**config.mk**
```make
export PLATFORM = sky130hd
export DESIGN_NAME = multu_unit_flat
export DESIGN_NICKNAME = d
export VERILOG_FILES = /design/src/rtl/multu_if.sv /design/src/rtl/multu_unit.sv /design/src/flat_wrapper.sv
export SDC_FILE = /design/constraint.sdc
export NUM_CORES = 1
export LEC_CHECK = 0
export ABC_CLOCK_PERIOD_IN_PS = 6300
export CORE_MARGIN = 2
export CORE_UTILIZATION = 34
export CTS_CLUSTER_DIAMETER = 200
export DETAILED_ROUTE_END_ITERATION = 10
export DONT_BUFFER_PORTS = 1
export HOLD_SLACK_MARGIN = 0.05
export SLEW_MARGIN = 10
export SYNTH_ARGS = -nofsm -noshare
export SYNTH_HDL_FRONTEND = slang
export SYNTH_SLANG_ARGS = --single-unit
```
**constraint.sdc**
```tcl
create_clock -name clk -period 6.3 [get_ports clk]
set_clock_uncertainty 0.05 [all_clocks]
set_input_delay 1.89 -clock clk [delete_from_list [all_inputs] [get_ports clk]]
set_output_delay 1.89 -clock clk [all_outputs]
set_load 0.01 [all_outputs]
```
**src/rtl/multu_if.sv**
```systemverilog
// multu_if: operand/request and HI/LO/status bundle between ID/EX and multu_unit
interface multu_if #(parameter int WIDTH = 32);
  logic             start;
  logic [WIDTH-1:0] a;
  logic [WIDTH-1:0] b;
  logic [WIDTH-1:0] hi;
  logic [WIDTH-1:0] lo;
  logic             busy;
  logic             done;
  logic             stall;
  modport master (output start, a, b, input hi, lo, busy, done, stall);
  modport slave  (input start, a, b, output hi, lo, busy, done, stall);
endinterface

```
**src/rtl/multu_unit.sv**
```systemverilog
// multu_unit: WIDTH-iteration shift-add unsigned multiplier writing HI/LO, stalling ID/EX while in flight
module multu_unit #(parameter int WIDTH = 32) (
  input logic   clk,
  input logic   rst,
  multu_if.slave m
);
  localparam logic [1:0] IDLE = 2'd0, RUN = 2'd1, DONE = 2'd2;
  localparam int CW = $clog2(WIDTH);
  logic [1:0]         state;
  logic [CW-1:0]      cnt;
  logic [2*WIDTH-1:0] prod, prod_nx;
  logic [WIDTH-1:0]   mcand, hi, lo;
  logic [WIDTH:0]     sum;
  always_comb begin
    sum     = {1'b0, prod[2*WIDTH-1:WIDTH]} + (prod[0] ? {1'b0, mcand} : '0);
    prod_nx = {sum, prod[WIDTH-1:1]};
  end
  always_ff @(posedge clk) begin
    if (rst) begin
      state <= IDLE;
      cnt   <= '0;
      prod  <= '0;
      mcand <= '0;
      hi    <= '0;
      lo    <= '0;
    end else if (state == IDLE && m.start) begin
      mcand <= m.a;
      prod  <= {{WIDTH{1'b0}}, m.b};
      cnt   <= '0;
      state <= RUN;
    end else if (state == RUN) begin
      prod <= prod_nx;
      cnt  <= cnt + 1'b1;
      if (cnt == CW'(WIDTH - 1)) begin
        hi    <= prod_nx[2*WIDTH-1:WIDTH];
        lo    <= prod_nx[WIDTH-1:0];
        state <= DONE;
      end
    end else if (state == DONE) begin
      state <= IDLE;
    end
  end
  // start->stall is the only combinational path, so ID/EX freezes in the issuing cycle
  assign m.stall = ~rst & ((state == IDLE & m.start) | state == RUN);
  assign m.busy  = state == RUN;
  assign m.done  = state == DONE;
  assign m.hi    = hi;
  assign m.lo    = lo;
endmodule

```
**src/flat_wrapper.sv**
```systemverilog
// flat-port wrapper written by rule: the top's interface ports become plain ports
module multu_unit_flat 
#(parameter int WIDTH = 32)
  (clk, rst, m_start, m_a, m_b, m_hi, m_lo, m_busy, m_done, m_stall);
  multu_if #(.WIDTH(WIDTH)) m_i ();
  input logic clk;
  input logic rst;
  input wire logic [$bits(m_i.start)-1:0] m_start;
  input wire logic [$bits(m_i.a)-1:0] m_a;
  input wire logic [$bits(m_i.b)-1:0] m_b;
  output wire logic [$bits(m_i.hi)-1:0] m_hi;
  output wire logic [$bits(m_i.lo)-1:0] m_lo;
  output wire logic [$bits(m_i.busy)-1:0] m_busy;
  output wire logic [$bits(m_i.done)-1:0] m_done;
  output wire logic [$bits(m_i.stall)-1:0] m_stall;
  assign m_i.start = m_start;
  assign m_i.a = m_a;
  assign m_i.b = m_b;
  assign m_hi = m_i.hi;
  assign m_lo = m_i.lo;
  assign m_busy = m_i.busy;
  assign m_done = m_i.done;
  assign m_stall = m_i.stall;
  multu_unit #(.WIDTH(WIDTH)) u_core (.clk(clk), .rst(rst), .m(m_i));
endmodule
```
; Word level (Yosys, flattened, before mapping)
; Cells that the tools add are included.
[word_totals]
rom_bits = 0
ramBits = 0
regBits = 167
n_memories = 0
out_inout_bits = 67
latch_bits = 0
[op_classes]
add_sub_neg = 2
multipliers = 0
n_bitwise = 5
muxes = 7
n_shift = 0
n_eq_ne = 5
n_reduce_logical = 9
div = 0
n_lt_le_gt_ge = 0
[op_table]
columns = op, n
row1 = $mux 32, 3
row2 = $add 32x32->33, 1
row3 = $mux 2, 3
row4 = $add 5x1->5 const B, 1
row5 = $eq 5x5->1 const B, 1
row6 = $reduce_and 2->1, 2
row7 = $reduce_bool 2->1, 2
row8 = $ne 3x1->1 const B, 1
row9 = $reduce_and 3->1, 1
row10 = $reduce_bool 3->1, 1
row11 = $and 1x1->1, 2
row12 = $eq 2x1->1 const B, 1
row13 = $eq 2x2->1 const B, 1
row14 = $logic_not 2->1, 1
row15 = $ne 2x1->1 const B, 1
row16 = $not 1->1, 2
row17 = $reduce_or 2->1, 1
row18 = $logic_and 1x1->1, 1
row19 = $mux 1, 1
row20 = $or 1x1->1, 1

; Longest topological paths before layout
[depth]
word_depth = 4
depth_mapped = 11

; Least setup slack after synthesis
; OpenSTA, ideal clock, no wires.
[synth_path]
path_type = input to output
from = in m_start
to = out m_stall
required_ns = 4.360
cell_stages = 4
t_arrival_ns = 2.770
n_path_buf = 2
slack_ns = 1.590
cell_sequence = nand2_1 > clkbuf_1 > buf_1 > a21oi_1
[synth_between]
elab_chain_len = 3
[synth_rtl]
columns = item, line_no
row1 = "start, declared", flat_wrapper.sv:8  ; input wire logic [$bits(m_i.start)-1:0] m_start;
row2 = $and 1x1->1, multu_unit.sv:44  ; assign m.stall = ~rst & ((state == IDLE & m.start) | state == RUN);
row3 = $or 1x1->1, multu_unit.sv:44
row4 = $and 1x1->1, multu_unit.sv:44
row5 = "end, declared", flat_wrapper.sv:15  ; output wire logic [$bits(m_i.stall)-1:0] m_stall;
; No other way between the ends.

; Worst setup path in the final report
; Ends and elaborated chain as after synthesis.

==> results <==
- The share of flip-flops with an asynchronous set or reset after synthesis is 0%.
- The data arrival time of the critical path is approximately 2.2 ns.
- Counting every instance in the synthesized netlist gives between 900 and 1,000.
- The sequential share of power is 47.5%.
- From left edge to right edge, the die measures around 160 um.
- In this run the static leakage power is 3.23 nW.
- The initial core utilization is a little over a third.
- Setup repair after global routing left no endpoint under its margin.
- At the later pin of the worst-skew pair, clock insertion delay measures roughly 0.43 ns.
- The placed instance count is about 1,200.
- The met3 usage is 4.79%.
- Once layout is complete, the utilization of the core stands at 38.5%.
- The flow ran to the end, and the final reports show no timing, DRC or antenna violations.
- The most used flip-flop cell after synthesis is sky130_fd_sc_hd__dfxtp_1.
- Clock-pin slew was measured on the worst setup and hold paths at 0.07 ns.
- In the finished design, the share of the clock period the worst path needs comes to about two thirds.
- The critical path class is primary input to output port.
- Setup violations remaining at the end of the flow were counted as 0.
- The average footprint of a synthesized cell is 8.39 um2.
- The total overflow left after global routing is 0.
- During synthesis, Yosys emitted a total of 0 warnings.
- The met2 usage in global routing is 26.5%.
- Of all nets on the critical path, the largest fanout is 2.
- The port buffer count is 0.
- The number of hold violations in the final report is 0.
- For this run, design rule violations remaining after detail routing come to 0.
- Detailed placement finished with a half-perimeter wire length of around 15,000 um.
- The layer carrying the most global-route usage is met2.
- The number of different library cells used by synthesis comes to 56.
- The design draws about 2.4 mW.
- The routed design has about 21,000 um of wire.
- The critical path's top delay family is compound AO/OA/AOI/OAI gates.
- The internal portion of the total power is roughly 1.8 mW.
- The worst pin sits at a relative slew slack of between 20 and 30%.
- The setup slack of the worst register-to-register path is 2.74 ns.
- The wire length of the first global-routing pass is 32,800 um.
- The I/O pin total is approximately 130.
- At the pin with the least slew margin, the transition time is around 1.1 ns.
- Once the clock tree was built, the setup fixing pass inserted 0 buffers.
- Per report_power, the clock group accounts for 46.3% of the total.
- The depth of the worst register-to-register path is 10.
- The count of antenna-violating nets left after detailed routing is 0.
- The delay of the slowest cell on the worst path is ~0.26 ns.
- The number of fillers in the final layout is 2,307.
- The total negative slack is 0 ns.
- The root buffer cell is sky130_fd_sc_hd__clkbuf_16.
- The y dimension of the die is around 160 um.
- The fraction of layout instances using a drive strength above 1 is roughly 6.1%.
- Power spread over the standard cell area amounts to 270 nW/um2.
- The synthesized design contains about 170 register bits.
- The via count of the first global-routing pass is about 6,000.
- The average via count per standard cell is between 5 and 6.
- The number of cells in the finished layout apart from fillers is ~1,200.
- The destination of the worst register-to-register timing path is u_core.prod[51]$_SDFFE_PP0P_.
- Counting along the longest clock path gives a buffer depth of 2.
- Row generation in the floorplan step produced between 50 and 60 rows.
- The total number of H-tree levels is 4.
- The source of the critical timing path is m_start.
- Across every metal layer, demand over resource in global routing totals between 10% and 20%.
- The fmax is 243 MHz.
- The clock sink total is 167.
- The congestion estimate from routability-driven global placement came to just over 0.9.
- The worst min-delay path startpoint is u_core.mcand[31]$_SDFFE_PP0P_.
- Entering global routing, the biggest net connects 120 pins.
- STA puts the critical path data required time at 4.36 ns.
- Counting both buffers and inverters, the worst setup path holds a total of 0.
- The initial antenna violation count was 0.
- The fraction of power spent switching nets is about 26%.
- The critical path goes through nand2_4 > a21oi_1.
- By area the synthesized netlist is led by sky130_fd_sc_hd__dfxtp_1, sky130_fd_sc_hd__nand2_1, sky130_fd_sc_hd__a21oi_1.
- Following the worst setup path forward leads to its endpoint at m_stall.
- The pre-antenna-repair detailed-routing pass consisted of 6 iterations.
- The mapped netlist covers about 8000 um2.
- The number of enable flip-flop cells after synthesis is 0.
- The CTS tree is built.
- sky130_fd_sc_hd__dfxtp_1 takes more of the synthesized area than any other cell.
- The total area inside the core boundary comes to 22,700 um2.
- The kind of capture point of the worst setup path is an output port.
- The switching component of the power is 604 uW.
- The startpoint kind of the worst setup timing path is a primary input.
- The TritonCTS buffer count is 17.
- The sequential cell area fraction in the yosys report is between 40 and 50%.
- In this run the number of cells on the critical path is 2.
- The part of the power in combinational logic is around 6.3%.
- The met1 global-route usage is ~22%.
- The max-capacitance violation count is 0.
- The post-cts resize count is 0.
- The repair_antennas step left the layout with diodes totalling 0.
- Across all layers, the routed design uses 6,365 vias.
- The critical-path cell with the highest stage delay is sky130_fd_sc_hd__a21oi_1.
- The total die area is about 24,000 um2.
- After the last flow step, the layout net total stands at ~1,000.
- The area share of the largest cell type after synthesis is 42.3%.
- The number of nets handed over by synthesis was between 1,000 and 1,500.
- The worst hold path belongs to the class register to register.
- The peak supply drop is roughly 0.17 mV.
- For this design, the CTS-stage hold fixing added 0 buffers.
- Dividing the detail-routed wire length by the instance count gives 17.2 um.
- The startpoint identified for the worst register-to-register timing path is u_core.prod[0]$_SDFFE_PP0N_.
- Compared with the post-synthesis result, the final layout area differs by 10.5%.
- After the first detailed-routing iteration, the DRC count stood at ~430.
- The max-slew violation count is 0.
- The worst path in the final design needs a cycle of between 4 and 5 ns, including I/O delays and setup.
- The worst hold slack is around 0.4 ns.
-- power by group through the flow --
stage	logic (mW)	registers [mW]	clock network [mW]
2_1_floorplan	0.132	1.13	0
3_3_place_gp	0.147	1.14	0
3_5_place_dp	0.149	1.14	0
4_1_cts	0.150	1.12	1.11
5_1_grt	0.165	1.12	1.15
6_report	0.147	1.12	1.09
-- through the flow --
| stage | worst slack (ns) | instance area (um2) |
|---|---|---|
| 3_5_place_dp | 2.09 | 8120 |
| 6_report | 2.18 | 8730 |
| 2_1_floorplan | 1.59 | 7910 |
| 3_3_place_gp | 2.13 | 8120 |
| 4_1_cts | 2.17 | 8730 |
| 5_1_grt | 2.15 | 8730 |
-- cells by family (layout without fill, tap and decap cells) --
kind of cell | after synthesis | in the layout | share of synthesized area, %
XOR/XNOR | 33 | 33 | 3.65
flip-flops | 167 | 167 | 42.3
buffers and inverters | 64 | 47 | 3.12
multiplexers | 43 | 43 | 5.44
adder cells (fa/ha/maj) | 39 | 39 | 6.27
AND/OR/NAND/NOR | 333 | 333 | 18.1
AO/OA/AOI/OAI | 263 | 263 | 21.2
-- worst min-delay path by stage --
stage                                          to  slack [ns]  cells after the start
floorplan            u_core.prod[38]$_SDFFE_PP0P_        0.38                      2
global placement    u_core.mcand[26]$_SDFFE_PP0P_        0.38                      2
detailed placement  u_core.mcand[15]$_SDFFE_PP0P_        0.39                      2
CTS                 u_core.mcand[15]$_SDFFE_PP0P_        0.40                      2
global route         u_core.mcand[5]$_SDFFE_PP0P_        0.41                      2
finish              u_core.mcand[31]$_SDFFE_PP0P_        0.40                      2
-- cell type report --
type | instances | area, um2 | share of cell area (%)
repair buffers | 7 | 52.6 | 0.602
clock buffers | 17 | 425 | 4.87
well taps | 285 | 357 | 4.08
flip-flops and latches | 167 | 3340 | 38.3
multi-input cells | 711 | 4340 | 49.7
inverters | 8 | 30.0 | 0.344
clock inverters | 15 | 185 | 2.12
-- sequential cells by signal, indices dropped and copies added (netlist names) --
| signal | cells |
|---|---|
| u_core.cnt | 5 |
| u_core.m.hi | 32 |
| u_core.m.lo | 32 |
| u_core.mcand | 32 |
| u_core.prod | 64 |
| u_core.state | 2 |
-- cell usage after synthesis, drive strengths merged (2+ instances only) --
master and count:
and3 3, a21boi 2, inv 8, nand3b 2, and2 37, a41oi 3, o21bai 3, dfxtp 167
ha 38, nand4 6, a22o 19, o21ai 43, a21oi 117, nand2 188, o211ai 3, nand2b 4
a211oi 37, nor3 3, clkbuf 41, a21o 12, a221oi 2, nor2 75, xor2 11, buf 15
nand3 7, a31oi 7, xnor2 22, or2 2, a2bb2oi 3, mux2i 43, o22ai 2
-- cells in the final DEF, fill, tap and decap left out, types with 2 or more instances in the layout --
master and instances:
sky130_fd_sc_hd__a211oi_1 36, sky130_fd_sc_hd__a21o_1 12, sky130_fd_sc_hd__a21oi_1 117, sky130_fd_sc_hd__a221oi_1 2, sky130_fd_sc_hd__a22o_1 19, sky130_fd_sc_hd__a2bb2oi_1 3
sky130_fd_sc_hd__a31oi_1 6, sky130_fd_sc_hd__a41oi_1 3, sky130_fd_sc_hd__and2_1 36, sky130_fd_sc_hd__and3_1 3, sky130_fd_sc_hd__buf_4 7, sky130_fd_sc_hd__bufinv_16 2
sky130_fd_sc_hd__clkbuf_16 17, sky130_fd_sc_hd__clkinvlp_4 2, sky130_fd_sc_hd__dfxtp_1 167, sky130_fd_sc_hd__ha_1 37, sky130_fd_sc_hd__inv_1 8, sky130_fd_sc_hd__inv_6 4
sky130_fd_sc_hd__inv_8 4, sky130_fd_sc_hd__mux2i_1 43, sky130_fd_sc_hd__nand2_1 186, sky130_fd_sc_hd__nand2b_1 4, sky130_fd_sc_hd__nand3_1 7, sky130_fd_sc_hd__nand3b_1 2
sky130_fd_sc_hd__nand4_1 6, sky130_fd_sc_hd__nor2_1 75, sky130_fd_sc_hd__nor3_1 3, sky130_fd_sc_hd__o211ai_1 2, sky130_fd_sc_hd__o21ai_0 39, sky130_fd_sc_hd__o21ai_1 3
sky130_fd_sc_hd__o21bai_1 3, sky130_fd_sc_hd__o22ai_1 2, sky130_fd_sc_hd__or2_2 2, sky130_fd_sc_hd__xnor2_1 22, sky130_fd_sc_hd__xor2_1 11
-- metal layers --
layer,wire (um),vias up
li1,-,3215
met1,9700,2984
met2,9420,133
met3,1170,33
met4,550,0
met5,0,-
(Power assumes the default switching activity.)
